### src/rtl/pipelined_cla_adder.sv
// pipelined_cla_adder: WIDTH-bit carry-lookahead adder built from GROUP-bit
// CLA slices, one slice per pipeline stage, with valid/ready handshakes on
// both the operand and the result side.
//
// Optional build macro: CLA_ADD_SUB_EN
//   Adds a 'sub' input. When sub=1 the block computes a - b - cin, where cin
//   is a borrow in, and cout reports the borrow out.
module pipelined_cla_adder #(
    parameter int WIDTH = 16,
    parameter int GROUP = 4
) (
    input  logic             clk,
    input  logic             rst,
`ifdef CLA_ADD_SUB_EN
    input  logic             sub,
`endif
    input  logic             in_valid,
    output logic             in_ready,
    input  logic [WIDTH-1:0] a,
    input  logic [WIDTH-1:0] b,
    input  logic             cin,
    output logic             out_valid,
    input  logic             out_ready,
    output logic [WIDTH-1:0] sum,
    output logic             cout,
    output logic             ovf
);

    localparam int  STAGES  = (GROUP > 0) ? (WIDTH / GROUP) : 1;
    localparam int  LAST    = STAGES - 1;
    localparam bit  BAD_CFG = (GROUP < 1) ? 1'b1 : ((WIDTH % GROUP) != 0);

    if (BAD_CFG) begin : g_bad_cfg
        $error("pipelined_cla_adder: WIDTH must be a positive multiple of GROUP (GROUP >= 1)");
    end

    // Flat sum-of-products carries for one slice: c[i] is the OR of every
    // generate term propagated up to bit i, plus the slice carry-in
    // propagated through all lower bits. No carry ripples between bits.
    function automatic logic [GROUP:0] cla_carries(
        input logic [GROUP-1:0] g,
        input logic [GROUP-1:0] p,
        input logic             c0
    );
        logic [GROUP:0] c;
        logic           term;
        c    = '0;
        c[0] = c0;
        for (int i = 1; i <= GROUP; i++) begin
            term = c0;
            for (int j = 0; j < i; j++) term = term & p[j];
            c[i] = term;
            for (int j = 0; j < i; j++) begin
                term = g[j];
                for (int m = j + 1; m < i; m++) term = term & p[m];
                c[i] = c[i] | term;
            end
        end
        return c;
    endfunction

    // Subtraction select; tied low when the add/sub option is not built.
    logic sub_in;
`ifdef CLA_ADD_SUB_EN
    assign sub_in = sub;
`else
    assign sub_in = 1'b0;
`endif

    // Stage registers: output of stage k. Operands travel unprocessed until
    // their slice is reached; finished lower sum slices travel alongside.
    logic             vld_p [STAGES];
    logic [WIDTH-1:0] a_p   [STAGES];
    logic [WIDTH-1:0] b_p   [STAGES];
    logic [WIDTH-1:0] sum_p [STAGES];
    logic             cy_p  [STAGES];
    logic             sub_p [STAGES];
    logic             ovf_p;

    // Stage inputs: ports for stage 0, previous stage register otherwise.
    logic             st_v   [STAGES];
    logic [WIDTH-1:0] st_a   [STAGES];
    logic [WIDTH-1:0] st_b   [STAGES];
    logic             st_c   [STAGES];
    logic [WIDTH-1:0] st_sum [STAGES];
    logic             st_sub [STAGES];

    // Stage results.
    logic [WIDTH-1:0] sum_n [STAGES];
    logic             cy_n  [STAGES];
    logic             ovf_n;

    logic adv;

    // Handshake: the whole pipeline moves only when the output slot frees up.
    assign in_ready = out_ready || !out_valid;
    assign adv      = in_ready;

    // Select each stage's inputs; subtraction inverts b and the carry-in once
    // at entry so every slice is a plain adder.
    always_comb begin
        st_v[0]   = in_valid;
        st_a[0]   = a;
        st_b[0]   = sub_in ? ~b : b;
        st_c[0]   = sub_in ? ~cin : cin;
        st_sum[0] = '0;
        st_sub[0] = sub_in;
        for (int k = 1; k < STAGES; k++) begin
            st_v[k]   = vld_p[k-1];
            st_a[k]   = a_p[k-1];
            st_b[k]   = b_p[k-1];
            st_c[k]   = cy_p[k-1];
            st_sum[k] = sum_p[k-1];
            st_sub[k] = sub_p[k-1];
        end
    end

    // Per-stage CLA slice; the final slice also forms the signed overflow
    // from the carry into and out of the MSB.
    always_comb begin
        logic [GROUP-1:0] g;
        logic [GROUP-1:0] p;
        logic [GROUP:0]   c;
        ovf_n = 1'b0;
        for (int k = 0; k < STAGES; k++) begin
            g        = st_a[k][k*GROUP +: GROUP] & st_b[k][k*GROUP +: GROUP];
            p        = st_a[k][k*GROUP +: GROUP] ^ st_b[k][k*GROUP +: GROUP];
            c        = cla_carries(g, p, st_c[k]);
            sum_n[k] = st_sum[k];
            sum_n[k][k*GROUP +: GROUP] = p ^ c[GROUP-1:0];
            cy_n[k]  = c[GROUP];
            if (k == LAST) ovf_n = c[GROUP-1] ^ c[GROUP];
        end
    end

    // Pipeline advance: valid bits always shift on adv; the output stage only
    // loads data for a valid operation so results hold across bubbles.
    always_ff @(posedge clk) begin
        if (rst) begin
            for (int k = 0; k < STAGES; k++) vld_p[k] <= 1'b0;
            sum_p[LAST] <= '0;
            cy_p[LAST]  <= 1'b0;
            sub_p[LAST] <= 1'b0;
            ovf_p       <= 1'b0;
        end else if (adv) begin
            for (int k = 0; k < STAGES; k++) begin
                vld_p[k] <= st_v[k];
                if (k != LAST) begin
                    a_p[k]   <= st_a[k];
                    b_p[k]   <= st_b[k];
                    sum_p[k] <= sum_n[k];
                    cy_p[k]  <= cy_n[k];
                    sub_p[k] <= st_sub[k];
                end else if (st_v[k]) begin
                    sum_p[k] <= sum_n[k];
                    cy_p[k]  <= cy_n[k];
                    sub_p[k] <= st_sub[k];
                    ovf_p    <= ovf_n;
                end
            end
        end
    end

    assign out_valid = vld_p[LAST];
    assign sum       = sum_p[LAST];
    assign cout      = cy_p[LAST] ^ sub_p[LAST];
    assign ovf       = ovf_p;

endmodule

### config.mk
export PLATFORM = sky130hd
export DESIGN_NAME = pipelined_cla_adder
export DESIGN_NICKNAME = d
export VERILOG_FILES = /design/src/rtl/pipelined_cla_adder.sv
export SDC_FILE = /design/constraint.sdc
export NUM_CORES = 1
export LEC_CHECK = 0
export BUFFER_PORTS_ARGS = -buffer_cell sky130_fd_sc_hd__buf_2
export CORE_UTILIZATION = 45
export DETAILED_ROUTE_END_ITERATION = 10
export PLACE_DENSITY = 0.67
export SLEW_MARGIN = 20
export SYNTH_ARGS = -nofsm -noshare
export SYNTH_HDL_FRONTEND = slang
export SYNTH_SLANG_ARGS = --single-unit
### constraint.sdc
create_clock -name clk -period 9.8 [get_ports clk]
set_input_delay 1.96 -clock clk [delete_from_list [all_inputs] [get_ports clk]]
set_output_delay 1.96 -clock clk [all_outputs]
set_load 0.1 [all_outputs]
== Word level (Yosys, flattened, before mapping) ==
Memory sizes are Yosys's and may differ from the RTL's.
Cells that the tools add are included.

* Memories: 6
* Input bits: 37
* RAM bits: 204
* Flip-flop bits (word level): 1
* Logic and storage cells: 127

* Bitwise operators: 101
* Reduce and logical (&&, ||, !) cells: 3
* Muxes and demuxes: 16

{| class="wikitable"
|+ Memory list
! memory !! words !! width !! rd ports !! clocked after memory_dff !! write ports !! line !! text
|-
| a_p || 4 || 16 || 3 || 0 || 3 || 73 || <nowiki>logic [WIDTH-1:0] a_p [STAGES];</nowiki>
|-
| b_p || 4 || 16 || 3 || 0 || 3 || 74 || <nowiki>logic [WIDTH-1:0] b_p [STAGES];</nowiki>
|-
| sum_p || 4 || 16 || 4 || 0 || 4 || 75 || <nowiki>logic [WIDTH-1:0] sum_p [STAGES];</nowiki>
|-
| cy_p || 4 || 1 || 4 || 0 || 4 || 76 || <nowiki>logic cy_p [STAGES];</nowiki>
|-
| sub_p || 4 || 1 || 4 || 0 || 4 || 77 || <nowiki>logic sub_p [STAGES];</nowiki>
|-
| vld_p || 4 || 1 || 4 || 0 || 4 || 72 || <nowiki>logic vld_p [STAGES];</nowiki>
|}

{| class="wikitable"
|+ Operator list
! kind !! number
|-
| $or 1x1->1 || 47
|-
| $and 1x1->1 || 40
|-
| $xor 4x4->4 || 8
|-
| $and 4x4->4 || 4
|-
| $mux 16 || 1
|-
| $mux 1 || 15
|-
| $reduce_and 2->1 || 1
|-
| $xor 1x1->1 || 2
|-
| $logic_not 1->1 || 1
|-
| $logic_or 1x1->1 || 1
|}

== Logic depth before layout (Yosys ltp) ==
Gate-level depths: netlist of run 1.
An unclocked memory read counts as a cell.

* Word-level depth: 11
* Gate-level depth with buffers: 6
* Gate-level depth less buffers: 5

== Worst setup path after synthesis of run 1 ==
OpenSTA, ideal clock, no wires.

* Kind: input port to flip-flop
* Start: input out_ready
* End: memory a_p[0][10] (enable)
* Stages: 2
* Library setup time: 509 ps
* Data required time: 9291 ps
* Path buffers: 0
* Arrival time: 5143 ps
* Path slack: 4148 ps
* Path through: nor2b_4 -> nor2_1

{| class="wikitable"
|+ RTL lines
! item !! line !! text
|-
| start, declared || 23 || <nowiki>input logic out_ready,</nowiki>
|-
| end, declared || 73 ||
|}

== Worst setup path in the final report of run 1 ==
* Start: input out_ready
* End: output in_ready

* Longest elaborated chain between the ends: 1

{| class="wikitable"
|+ RTL lines
! item !! line !! text
|-
| $logic_or 1x1->1 || 96 || <nowiki>assign in_ready = out_ready || !out_valid;</nowiki>
|-
| end, declared || 18 || <nowiki>output logic in_ready,</nowiki>
|}

No other way between the ends.

==> out/summary.log, run 1 <==
INFO  worst_setup_path worst_setup_path_startpoint=out_ready
INFO  synth          synth_seq_area_share=0.7899
INFO  hold_path      holdCritPathClass=reg -> reg
INFO  detailed_routing routed_wirelength=4246um
INFO  timing         maxSlewViolCount=0
INFO  timing         final-hold-violation-count=0
INFO  detailed_routing route.antenna.remaining_nets=0
INFO  worst_setup_path worst-endpoint-required=7840ps
INFO  timing         worst-slew-pin-transition=898.5ps
INFO  global_routing track_usage=0.1107
INFO  clocking       cts_tree=built
INFO  worst_setup_path path_class=in -> out
INFO  timing         grt_setup_unrepaired=false
INFO  worst_setup_path end_kind=primary output
INFO  global_routing grt_max_degree=76
INFO  synth          syn_warnings=0
INFO  timing         relSlewSlack=0.4010
INFO  clocking       htree_levels=3
INFO  synth          post_synth_main_area_contributors=sky130_fd_sc_hd__edfxtp_1 78%, sky130_fd_sc_hd__ha_1 6.8%, sky130_fd_sc_hd__and2_1 2.2%
INFO  floorplanning  start_util=0.4707
INFO  clocking       clkLatencyLatePin=340ps
INFO  clocking       clockBufferDepth=2
INFO  floorplanning  core.rowCount=32
INFO  floorplanning  num_io_pins=57
INFO  clocking       clk_pin_slew_worst_paths=90ps
INFO  detailed_routing detail_route.drc_violations=0
INFO  clocking       cts_post_setup_buffers_inserted=0
INFO  timing         setup_tns=0ps
INFO  pwr            static-leakage-power=0.001670uW
INFO  job            number_of_violations_of_the_max_capacitance_limit=0
INFO  timing         fmax=213.1MHz
INFO  floorplanning  die_w=92.37um
INFO  clocking       count_of_hold_fix_buffers_inserted_at_cts=0
INFO  pwr            ir_drop=0.07082mV
INFO  synth          synth.avg_cell_area=19.14squm
INFO  timing         post-route-min-period=4692ps
INFO  detailed_routing viasPerCell=4.647
INFO  worst_setup_path worstReg2RegStart=a_p[0][44]
INFO  timing         post-route-period-util=0.4788
INFO  floorplanning  die_height=92.37um
INFO  cells_and_area flow.area_growth_from_synthesis=15.70%
INFO  cells_and_area fin_nets=320
INFO  timing         hold_ws=418.3ps
INFO  synth          yosysTopAreaCell=sky130_fd_sc_hd__edfxtp_1
INFO  floorplanning  dieArea=8531squm
INFO  timing         clock_skew=6.939ps
INFO  synth          yosysUniqueCellTypes=24
INFO  synth          syn_inst=192
INFO  worst_setup_path crit_arrival=2730ps
INFO  timing         final.setup.worst_slack=5108ps
INFO  cells_and_area final_design_area_no_fill=4252squm
INFO  detailed_routing detail_route.first_pass.iterations=4
INFO  worst_setup_path crit_path_max_fanout=8
INFO  cells_and_area layout-drive-gt1-share=0.2776
INFO  outcome        status=finished, final reports clean
INFO  global_routing grt_pass1_wl=7065um
INFO  clocking       numClockSinks=97
INFO  placed_design  port_buffers=56
INFO  detailed_routing drt_iter0_markers=81
INFO  detailed_routing num_vias=1,696
INFO  placed_design  dp_worst_setup_slack=5115ps
INFO  synth          synth.cell_area=3675squm
INFO  clocking       cts_resized=0
INFO  cells_and_area insertedDiodeCount=0
INFO  global_routing antenna_found_initial=0
INFO  detailed_routing wl_per_cell=11.63um
INFO  floorplanning  core-area=7807squm
INFO  global_routing first_global_vias=1,642
INFO  pwr            powerDensity=188.7nW/um^2
INFO  clocking       cts.root.buffer_cell=sky130_fd_sc_hd__clkbuf_8
INFO  hold_path      min-delay-start=sum_p[1][2]
INFO  cells_and_area layout.cells.most_common=sky130_fd_sc_hd__edfxtp_1
INFO  cells_and_area commonest_cells_after_routing_fill_and_taps_aside=96 x sky130_fd_sc_hd__edfxtp_1, 56 x sky130_fd_sc_hd__buf_2, 20 x sky130_fd_sc_hd__ha_1, 13 x sky130_fd_sc_hd__and2_1, 9 x sky130_fd_sc_hd__clkbuf_8
INFO  synth          synth_largest_type_area_fraction=0.7845
INFO  placed_design  dp.final_hpwl=2856um
INFO  synth          synth_fp_nets=253
INFO  clocking       tritoncts.num_buffers=9
INFO  global_routing globalRouteOverflowTotal=0
INFO  timing         setup_viol=0
INFO  worst_setup_path worst_setup_path_start_kind=input pin
INFO  pwr            report.power.total=802.3uW
INFO  placed_design  placed_cell_area=4090squm
INFO  placed_design  gpl.final_weighted_congestion=0.7472
INFO  synth          ys_ff_latch=97
==> sequential cells by signal (all words and copies together) (netlist names) <==
signal,cells
b_p,24
sum_p,40
ovf,1
a_p,24
vld_p,4
cy_p,4
==> per-stage QoR <==
stage	utilization	cells
global placement	0.5239	350
detailed placement	0.5239	350
global route	0.5446	365
floorplan	-	192
CTS	0.5446	365
finish	0.5446	365
==> area by class of cell <==
| type | count | area (sq um) |
|---|---|---|
| fillers | 653 | 3556 |
| clock inverters | 5 | 33.78 |
| well taps | 102 | 127.6 |
| flip-flops and latches | 97 | 2903 |
| repair buffers | 57 | 287.8 |
| multi-input cells | 90 | 757.0 |
| inverters | 4 | 15.01 |
| clock buffers | 10 | 127.6 |
==> logic make-up after synthesis <==
logic type      count (synthesis)  synth area share
flops                          97            0.7899
simple gates                   37           0.05516
fa+ha+maj                      24           0.08989
compound gates                 19           0.03507
xor+xnor                       10           0.02383
buf+inv                         5          0.006128
==> worst paths after layout <==
| path | slack, ps | to | depth (start not counted) |
|---|---|---|---|
| hold reg to reg | 420 | sum_p[2][2] | 0 |
| setup / recovery | 5110 | in_ready | 4 |
| hold / removal | 420 | sum_p[2][2] | 0 |
| setup reg to reg | 7940 | ovf | 5 |
==> Yosys cell counts <==
| cell | number |
|---|---|
| sky130_fd_sc_hd__o21ai_0 | 4 |
| sky130_fd_sc_hd__xor2_1 | 6 |
| sky130_fd_sc_hd__fa_1 | 4 |
| sky130_fd_sc_hd__nor2b_1 | 3 |
| sky130_fd_sc_hd__a21o_1 | 3 |
| sky130_fd_sc_hd__nor2_1 | 9 |
| sky130_fd_sc_hd__buf_4 | 1 |
| sky130_fd_sc_hd__a211oi_1 | 1 |
| sky130_fd_sc_hd__and2_1 | 13 |
| sky130_fd_sc_hd__edfxtp_1 | 96 |
| sky130_fd_sc_hd__nor2b_4 | 1 |
| sky130_fd_sc_hd__nand2_1 | 3 |
| sky130_fd_sc_hd__o311a_1 | 1 |
| sky130_fd_sc_hd__nand3_1 | 1 |
| sky130_fd_sc_hd__a21o_2 | 1 |
| sky130_fd_sc_hd__and3_1 | 3 |
| sky130_fd_sc_hd__inv_1 | 4 |
| sky130_fd_sc_hd__ha_1 | 20 |
| sky130_fd_sc_hd__a21oi_1 | 4 |
| sky130_fd_sc_hd__nor3_1 | 4 |
| sky130_fd_sc_hd__xnor2_1 | 4 |
| sky130_fd_sc_hd__dfxtp_1 | 1 |
| sky130_fd_sc_hd__o21a_1 | 4 |
| sky130_fd_sc_hd__o211a_1 | 1 |
==> critical path, cell delays in order <==
cell                      delay (ps)
sky130_fd_sc_hd__buf_2           100
sky130_fd_sc_hd__nor2b_4          50
sky130_fd_sc_hd__inv_1           160
sky130_fd_sc_hd__buf_2           460
==> where the power goes <==
group          total (uW)  switching (uW)  internal [uW]
logic                87.1            61.5           25.6
registers             502            8.50            493
clock network         214             124           89.9
==> metal layers <==
layer  global-route usage  share of wire  up-vias  wire length (um)
li1                     -              -      856                 -
met1               0.1408           0.47      778              2007
met2               0.1685           0.45       54              1903
met3              0.03202          0.057        8               241
met4              0.06641          0.022        0                93
met5                    0              0        -                 0
(Power assumes the default switching activity.)
==> inputs of run 2 (changes only) <==
--- a/config.mk
+++ b/config.mk
@@ -8,7 +8,7 @@
 export BUFFER_PORTS_ARGS = -buffer_cell sky130_fd_sc_hd__buf_2
 export CORE_UTILIZATION = 45
 export DETAILED_ROUTE_END_ITERATION = 10
-export PLACE_DENSITY = 0.67
+export PLACE_DENSITY = 0.69
 export SLEW_MARGIN = 20
 export SYNTH_ARGS = -nofsm -noshare
 export SYNTH_HDL_FRONTEND = slang
==> constraint.sdc (replaced) <==
create_clock -name clk -period 3.9 [get_ports clk]
set_input_delay 0.78 -clock clk [delete_from_list [all_inputs] [get_ports clk]]
set_output_delay 0.78 -clock clk [all_outputs]
set_load 0.1 [all_outputs]
==> run 2 against run 1 <==
Against the previous run: first-iteration DRC count decreased by 32%; clock-buffer cell count decreased by 1; sequential power increased to 2.5 times the previous value; via count decreased by 0.53%; global-route usage increased by 0.82 points; clock power increased to 3.7 times the previous value.
==> out/summary.log, run 2 (synthesis results as in run 1) <==
INFO  outcome        status=finished, final reports clean
INFO  clocking       cts.root.buffer_cell=sky130_fd_sc_hd__clkbuf_8
INFO  worst_setup_path timing.critical_path.slowest_cell_delay=460ps [about the same]
INFO  worst_setup_path cp_slowest_cell=sky130_fd_sc_hd__buf_2
INFO  job            number_of_violations_of_the_max_capacitance_limit=0 [unchanged]
INFO  worst_setup_path worst-path-buf-inv=3 [unchanged]
INFO  floorplanning  core.rowCount=32 [unchanged]
INFO  detailed_routing route.antenna.remaining_nets=0 [unchanged]
INFO  global_routing track_usage=0.1189 [+0.008232]
INFO  pwr            powerDensity=524.2nW/um^2 [+180%]
INFO  pwr            static-leakage-power=0.001730uW [+3.6%]
INFO  clocking       tritoncts.num_buffers=9 [unchanged]
INFO  cells_and_area area_taken_by_multi_input_logic_gates=757.0squm [unchanged]
INFO  clocking       htree_levels=3 [unchanged]
INFO  clocking       cts_tree=built
INFO  placed_design  gpl.final_weighted_congestion=0.7095 [-5.0%]
INFO  cells_and_area final.fill_count=643 [-1.5%]
INFO  worst_setup_path crit_path_max_fanout=8 [unchanged]
INFO  timing         final.setup.worst_slack=1568ps [-3541 ps]
INFO  cells_and_area flow.area_growth_from_synthesis=18.28%
INFO  cells_and_area layout-drive-gt1-share=0.2803 [+0.002736]
INFO  placed_design  port_buffers=56 [unchanged]
INFO  cells_and_area commonest_cells_after_routing_fill_and_taps_aside=96 x sky130_fd_sc_hd__edfxtp_1, 56 x sky130_fd_sc_hd__buf_2, 20 x sky130_fd_sc_hd__ha_1, 13 x sky130_fd_sc_hd__and2_1, 9 x sky130_fd_sc_hd__clkbuf_8
INFO  clocking       cts_resized=0 [unchanged]
INFO  worst_setup_path end_kind=primary output
INFO  timing         setup_viol=0 [unchanged]
INFO  cells_and_area registers.top_by_ff_count=sum_p
INFO  floorplanning  num_io_pins=57 [unchanged]
INFO  cells_and_area layout.cells.most_common=sky130_fd_sc_hd__edfxtp_1
INFO  pwr            ir_drop=0.2279mV [+220%]
INFO  global_routing antenna_found_initial=0 [unchanged]
INFO  detailed_routing detail_route.drc_violations=0 [unchanged]
INFO  worst_setup_path path_class=in -> out
INFO  worst_setup_path worst_setup_path_start_kind=input pin
INFO  floorplanning  die_w=92.37um [unchanged]
INFO  clocking       clk_pin_slew_worst_paths=90ps [about the same]
INFO  timing         post-route-min-period=2332ps
INFO  cells_and_area fin_nets=320 [unchanged]
INFO  global_routing grt_max_degree=76 [unchanged]
INFO  global_routing globalRouteOverflowTotal=0 [unchanged]
INFO  pwr            report.power.total=2278uW [+180%]
INFO  timing         worst-slew-pin-transition=911.7ps [+13.18 ps]
INFO  clocking       cts_post_setup_buffers_inserted=0 [unchanged]
INFO  global_routing first_global_vias=1,704 [+3.8%]
INFO  timing         fmax=428.7MHz
INFO  detailed_routing drt_iter0_markers=55 [-32%]
INFO  hold_path      holdCritPathClass=reg -> reg
INFO  cells_and_area insertedDiodeCount=0 [unchanged]
INFO  floorplanning  die_height=92.37um [unchanged]
INFO  worst_setup_path critical-path-top-delay-family=buffers and inverters
INFO  detailed_routing detail_route.first_pass.iterations=4 [unchanged]
INFO  timing         relSlewSlack=0.3922 [-0.008787]
INFO  timing         post-route-period-util=0.5981
INFO  cells_and_area largest_reg_flops=40 [unchanged]
INFO  detailed_routing routed_wirelength=4434um [+4.4%]
INFO  cells_and_area regArea=2903squm [unchanged]
INFO  floorplanning  dieArea=8531squm [unchanged]
INFO  timing         final-hold-violation-count=0 [unchanged]
INFO  detailed_routing wl_per_cell=12.11um [+4.1%]
INFO  timing         maxSlewViolCount=0 [unchanged]
INFO  clocking       count_of_hold_fix_buffers_inserted_at_cts=0 [unchanged]
INFO  clocking       numClockSinks=97 [unchanged]
INFO  detailed_routing num_vias=1,687 [-0.53%]
INFO  placed_design  dp.final_hpwl=2871um [+0.52%]
INFO  worst_setup_path crit_chain=buf_2 -> nor2b_4 -> inv_1 -> buf_2
INFO  detailed_routing viasPerCell=4.609 [-0.80%]
INFO  clocking       clockBufferDepth=2 [unchanged]
INFO  timing         clock_skew=5.953ps [-0.9854 ps]
INFO  timing         grt_setup_unrepaired=false
INFO  global_routing grt_pass1_wl=7514um [+6.4%]
INFO  worst_setup_path worst-endpoint-required=3120ps [-4720 ps]
INFO  cells_and_area biggestRegsByFlops=sum_p (40), a_p (24), b_p (24)
INFO  floorplanning  start_util=0.4707 [unchanged]
INFO  placed_design  dp_worst_setup_slack=1583ps [-3533 ps]
INFO  timing         setup_tns=0ps [unchanged]
INFO  floorplanning  core-area=7807squm [unchanged]
INFO  clocking       clkLatencyLatePin=340ps [about the same]
INFO  worst_setup_path critical-path-top-cell-by-count=sky130_fd_sc_hd__buf_2
INFO  worst_setup_path crit_arrival=1550ps [-1180 ps]
## run 2: cell type report
class | instances | share of cell area
clock inverter | 7 | 0.03051
sequential | 97 | 0.6678
timing repair buffer | 57 | 0.06621
tap | 102 | 0.02936
multi-input combinational | 90 | 0.1742
clock buffer | 9 | 0.02850
inverter | 4 | 0.003454
## run 2: path summary, 6_finish.rpt
| kind | startpoint | endpoint | slack [ps] | cells past startpoint |
|---|---|---|---|---|
| setup / recovery | out_ready | in_ready | 1570 | 4 |
| hold / removal | b_p[0][30] | b_p[0][46] | 420 | 0 |
| setup reg to reg | a_p[0][44] | ovf | 2020 | 5 |
| hold reg to reg | b_p[0][30] | b_p[0][46] | 420 | 0 |
## run 2: metal layers
| metal | global-route usage | vias up | routed length [um] |
|---|---|---|---|
| met5 | 0 | - | 0 |
| met4 | 0.08073 | 0 | 96 |
| met3 | 0.03202 | 7 | 205 |
| met2 | 0.1765 | 52 | 1992 |
| met1 | 0.1529 | 774 | 2140 |
| li1 | - | 854 | - |
## run 2: where the power goes
group	internal [uW]	total, uW	switching [uW]
registers	1240	1260	21.7
clock network	485	796	311
logic	64.9	222	157
## run 2: per-stage QoR
| stage | utilization | cell area [sq um] | std cells | hold WS, ps |
|---|---|---|---|---|
| CTS | 0.5567 | 4347 | 366 | 425.2 |
| detailed placement | 0.5239 | 4090 | 350 | 404.5 |
| global route | 0.5567 | 4347 | 366 | 430.6 |
| global placement | 0.5239 | 4090 | 350 | 403.3 |
| finish | 0.5567 | 4347 | 366 | 418.0 |
| floorplan | - | 3677 | 192 | 400.3 |
==> inputs of run 3 (changes only) <==
--- a/config.mk
+++ b/config.mk
@@ -8,7 +8,7 @@
 export BUFFER_PORTS_ARGS = -buffer_cell sky130_fd_sc_hd__buf_2
 export CORE_UTILIZATION = 45
 export DETAILED_ROUTE_END_ITERATION = 10
-export PLACE_DENSITY = 0.69
+export PLACE_DENSITY = 0.67
 export SLEW_MARGIN = 20
 export SYNTH_ARGS = -nofsm -noshare
 export SYNTH_HDL_FRONTEND = slang
==> constraint.sdc (replaced) <==
create_clock -name clk -period 2.4 [get_ports clk]
set_input_delay 0.48 -clock clk [delete_from_list [all_inputs] [get_ports clk]]
set_output_delay 0.48 -clock clk [all_outputs]
set_load 0.1 [all_outputs]
==> run 3 against run 2 <==
Against the previous run: critical path depth decreased by 1; flip-flop and latch count is the same; non-clock buffer count unchanged; cell count stayed put; via count shrank 2.8%; routed wire length fell by 6.0%; largest cell class unchanged.
==> out/summary.log, run 3 (synthesis results as in run 1) <==
INFO  timing         clock_skew=6.461ps [+0.5083 ps]
INFO  global_routing grt_max_degree=76 [unchanged]
INFO  pwr            static-leakage-power=0.001694uW [-2.1%]
INFO  detailed_routing wl_per_cell=11.39um [-6.0%]
INFO  outcome        status=finished, final reports clean
INFO  clocking       cts.root.buffer_cell=sky130_fd_sc_hd__clkbuf_8
INFO  worst_setup_path worst-endpoint-required=1920ps [-1200 ps]
INFO  worst_setup_path reg2reg_to=ovf
INFO  pwr            powerDensity=792.7nW/um^2 [+51%]
INFO  placed_design  port_buffers=56 [unchanged]
INFO  global_routing track_usage=0.1137 [-0.005203]
INFO  cells_and_area layout.cells.most_common=sky130_fd_sc_hd__edfxtp_1
INFO  cells_and_area fin_nets=320 [unchanged]
INFO  worst_setup_path crit_chain=nor2b_4 -> clkinvlp_4 -> buf_2
INFO  clocking       clkLatencyLatePin=350ps [about the same]
INFO  cells_and_area largest_reg_flops=40 [unchanged]
INFO  cells_and_area regArea=2903squm [unchanged]
INFO  detailed_routing detail_route.drc_violations=0 [unchanged]
INFO  global_routing first_global_vias=1,588 [-6.8%]
INFO  clocking       clk_pin_slew_worst_paths=80ps [about the same]
INFO  cells_and_area flow.area_growth_from_synthesis=17.47%
INFO  worst_setup_path worst_setup_path_start_kind=flip-flop
INFO  clocking       cts_tree=built
INFO  hold_path      min-delay-start=a[15]
INFO  timing         post-route-min-period=1927ps
INFO  global_routing globalRouteOverflowTotal=0 [unchanged]
INFO  clocking       count_of_hold_fix_buffers_inserted_at_cts=0 [unchanged]
INFO  worst_setup_path ff2ff_setup_slack=540ps [-1480 ps]
INFO  cells_and_area commonest_cells_after_routing_fill_and_taps_aside=96 x sky130_fd_sc_hd__edfxtp_1, 56 x sky130_fd_sc_hd__buf_2, 20 x sky130_fd_sc_hd__ha_1, 13 x sky130_fd_sc_hd__and2_1, 10 x sky130_fd_sc_hd__clkbuf_8
INFO  worst_setup_path endpoint=in_ready
INFO  floorplanning  start_util=0.4707 [unchanged]
INFO  timing         fmax=519.0MHz
INFO  worst_setup_path crit_path_max_fanout=8 [unchanged]
INFO  detailed_routing route.met3.wl=204um [-0.49%]
INFO  timing         post-route-period-util=0.8028
INFO  pwr            clockPowerShare=0.296 [-0.053]
INFO  cells_and_area layout-drive-gt1-share=0.2955 [+0.01515]
INFO  worst_setup_path path_class=reg -> out
INFO  detailed_routing detailroute.wirelength.met2=1867um [-6.3%]
INFO  floorplanning  core.rowCount=32 [unchanged]
INFO  hold_path      holdCritPathClass=in -> reg
INFO  pwr            netSwitchingPower=791.9uW [+62%]
INFO  clocking       htree_levels=3 [unchanged]
INFO  timing         grt_setup_unrepaired=false
INFO  pwr            sw_frac_of_total=0.2314 [+0.01668]
INFO  worst_setup_path timing.critical_path.depth=3 [-1]
INFO  pwr            cellInternalPower=2630uW [+47%]
INFO  detailed_routing routed_wirelength=4169um [-6.0%]
INFO  worst_setup_path crit_arrival=1450ps [-100 ps]
INFO  timing         setup_viol=0 [unchanged]
INFO  worst_setup_path worst_setup_path_startpoint=vld_p[3]
INFO  worst_setup_path timing.critical_path.slowest_cell_delay=440ps [-20 ps]
INFO  cells_and_area registers.top_by_ff_count=sum_p
INFO  global_routing antenna_found_initial=0 [unchanged]
INFO  worst_setup_path ff2ff_path_depth=5 [unchanged]
INFO  worst_setup_path end_kind=primary output
INFO  clocking       numClockSinks=97 [unchanged]
INFO  pwr            ir_drop=0.2624mV [+15%]
INFO  cells_and_area insertedDiodeCount=0 [unchanged]
INFO  detailed_routing drt_iter0_markers=50 [-9.1%]
INFO  placed_design  gpl.final_weighted_congestion=0.7289 [+2.7%]
INFO  worst_setup_path worstReg2RegStart=a_p[0][44]
INFO  pwr            share_seq_of_total_power=0.598 [+0.045]
INFO  timing         relSlewSlack=0.6746 [+0.2824]
INFO  clocking       tritoncts.num_buffers=9 [unchanged]
INFO  floorplanning  die_w=92.37um [unchanged]
INFO  cells_and_area biggestRegsByFlops=sum_p (40), a_p (24), b_p (24)
INFO  detailed_routing num_vias=1,640 [-2.8%]
INFO  detailed_routing wl_met1=1947um [-9.0%]
INFO  timing         worst-slew-pin-transition=491.4ps [-420.2 ps]
INFO  clocking       clockBufferDepth=2 [unchanged]
INFO  clocking       cts_post_setup_buffers_inserted=0 [unchanged]
INFO  pwr            report.power.total=3422uW [+50%]
INFO  floorplanning  core-area=7807squm [unchanged]
INFO  floorplanning  num_io_pins=57 [unchanged]
INFO  timing         final-hold-violation-count=0 [unchanged]
INFO  worst_setup_path worst-path-buf-inv=2 [-1]
INFO  worst_setup_path critical-path-top-delay-family=buffers and inverters
INFO  cells_and_area area_taken_by_multi_input_logic_gates=769.5squm [+1.7%]
INFO  detailed_routing viasPerCell=4.481 [-2.8%]
INFO  job            number_of_violations_of_the_max_capacitance_limit=0 [unchanged]
INFO  timing         hold_ws=298.9ps [-119.1 ps]
INFO  floorplanning  dieArea=8531squm [unchanged]
INFO  detailed_routing top_layer=met4
INFO  floorplanning  die_height=92.37um [unchanged]
INFO  clocking       cts_resized=0 [unchanged]
INFO  pwr            combPwrFrac=0.105 [+0.008]
INFO  placed_design  dp.final_hpwl=2825um [-1.6%]
INFO  global_routing grt_pass1_wl=7169um [-4.6%]
INFO  timing         maxSlewViolCount=0 [unchanged]
INFO  detailed_routing detail_route.first_pass.iterations=4 [unchanged]
INFO  worst_setup_path cp_slowest_cell=sky130_fd_sc_hd__buf_2
INFO  detailed_routing route.antenna.remaining_nets=0 [unchanged]
INFO  cells_and_area final.fill_count=645 [+0.31%]
==> run 3: metrics by stage <==
stage | utilization | TNS, ps | worst slack, ps | instances | instance area [sq um]
after detailed placement | 0.5276 | 0 | 554.5 | 350 | 4119
after global routing | 0.5529 | 0 | 417.5 | 366 | 4317
final | 0.5529 | 0 | 473.3 | 366 | 4317
after CTS | 0.5529 | 0 | 441.9 | 366 | 4317
after floorplan | - | -17590 | -199.5 | 192 | 3702
after global placement | 0.5276 | 0 | 598.9 | 350 | 4119
==> run 3: worst min path at each step <==
stage                       endpoint  slack [ps]  cells after the start
after floorplan           a_p[0][24]         400                      0
after global routing       a_p[0][7]         270                      1
after global placement    a_p[0][30]         400                      0
after CTS                 b_p[0][14]         280                      1
after detailed placement  b_p[0][26]         400                      0
final                     a_p[0][15]         300                      1
==> run 3: area by class of cell <==
type | instances | area share
clock buffers | 12 | 0.03362
clock inverters | 4 | 0.01217
inverters | 4 | 0.004348
multi-input cells | 90 | 0.1783
flip-flops and latches | 97 | 0.6725
well taps | 102 | 0.02957
repair buffers | 57 | 0.06957
==> run 3: power by group through the flow <==
stage	Sequential [uW]	Clock [uW]	Combinational, uW
after floorplan	2210	0	148
after global placement	2080	0	360
after detailed placement	2090	0	366
after CTS	2050	1050	367
after global routing	2060	1120	395
final	2050	1010	360
==> run 3: metal layers <==
metal	GRT usage	vias up
li1	-	852
met5	0	-
met3	0.02791	11
met4	0.08594	0
met1	0.1422	731
met2	0.1710	46
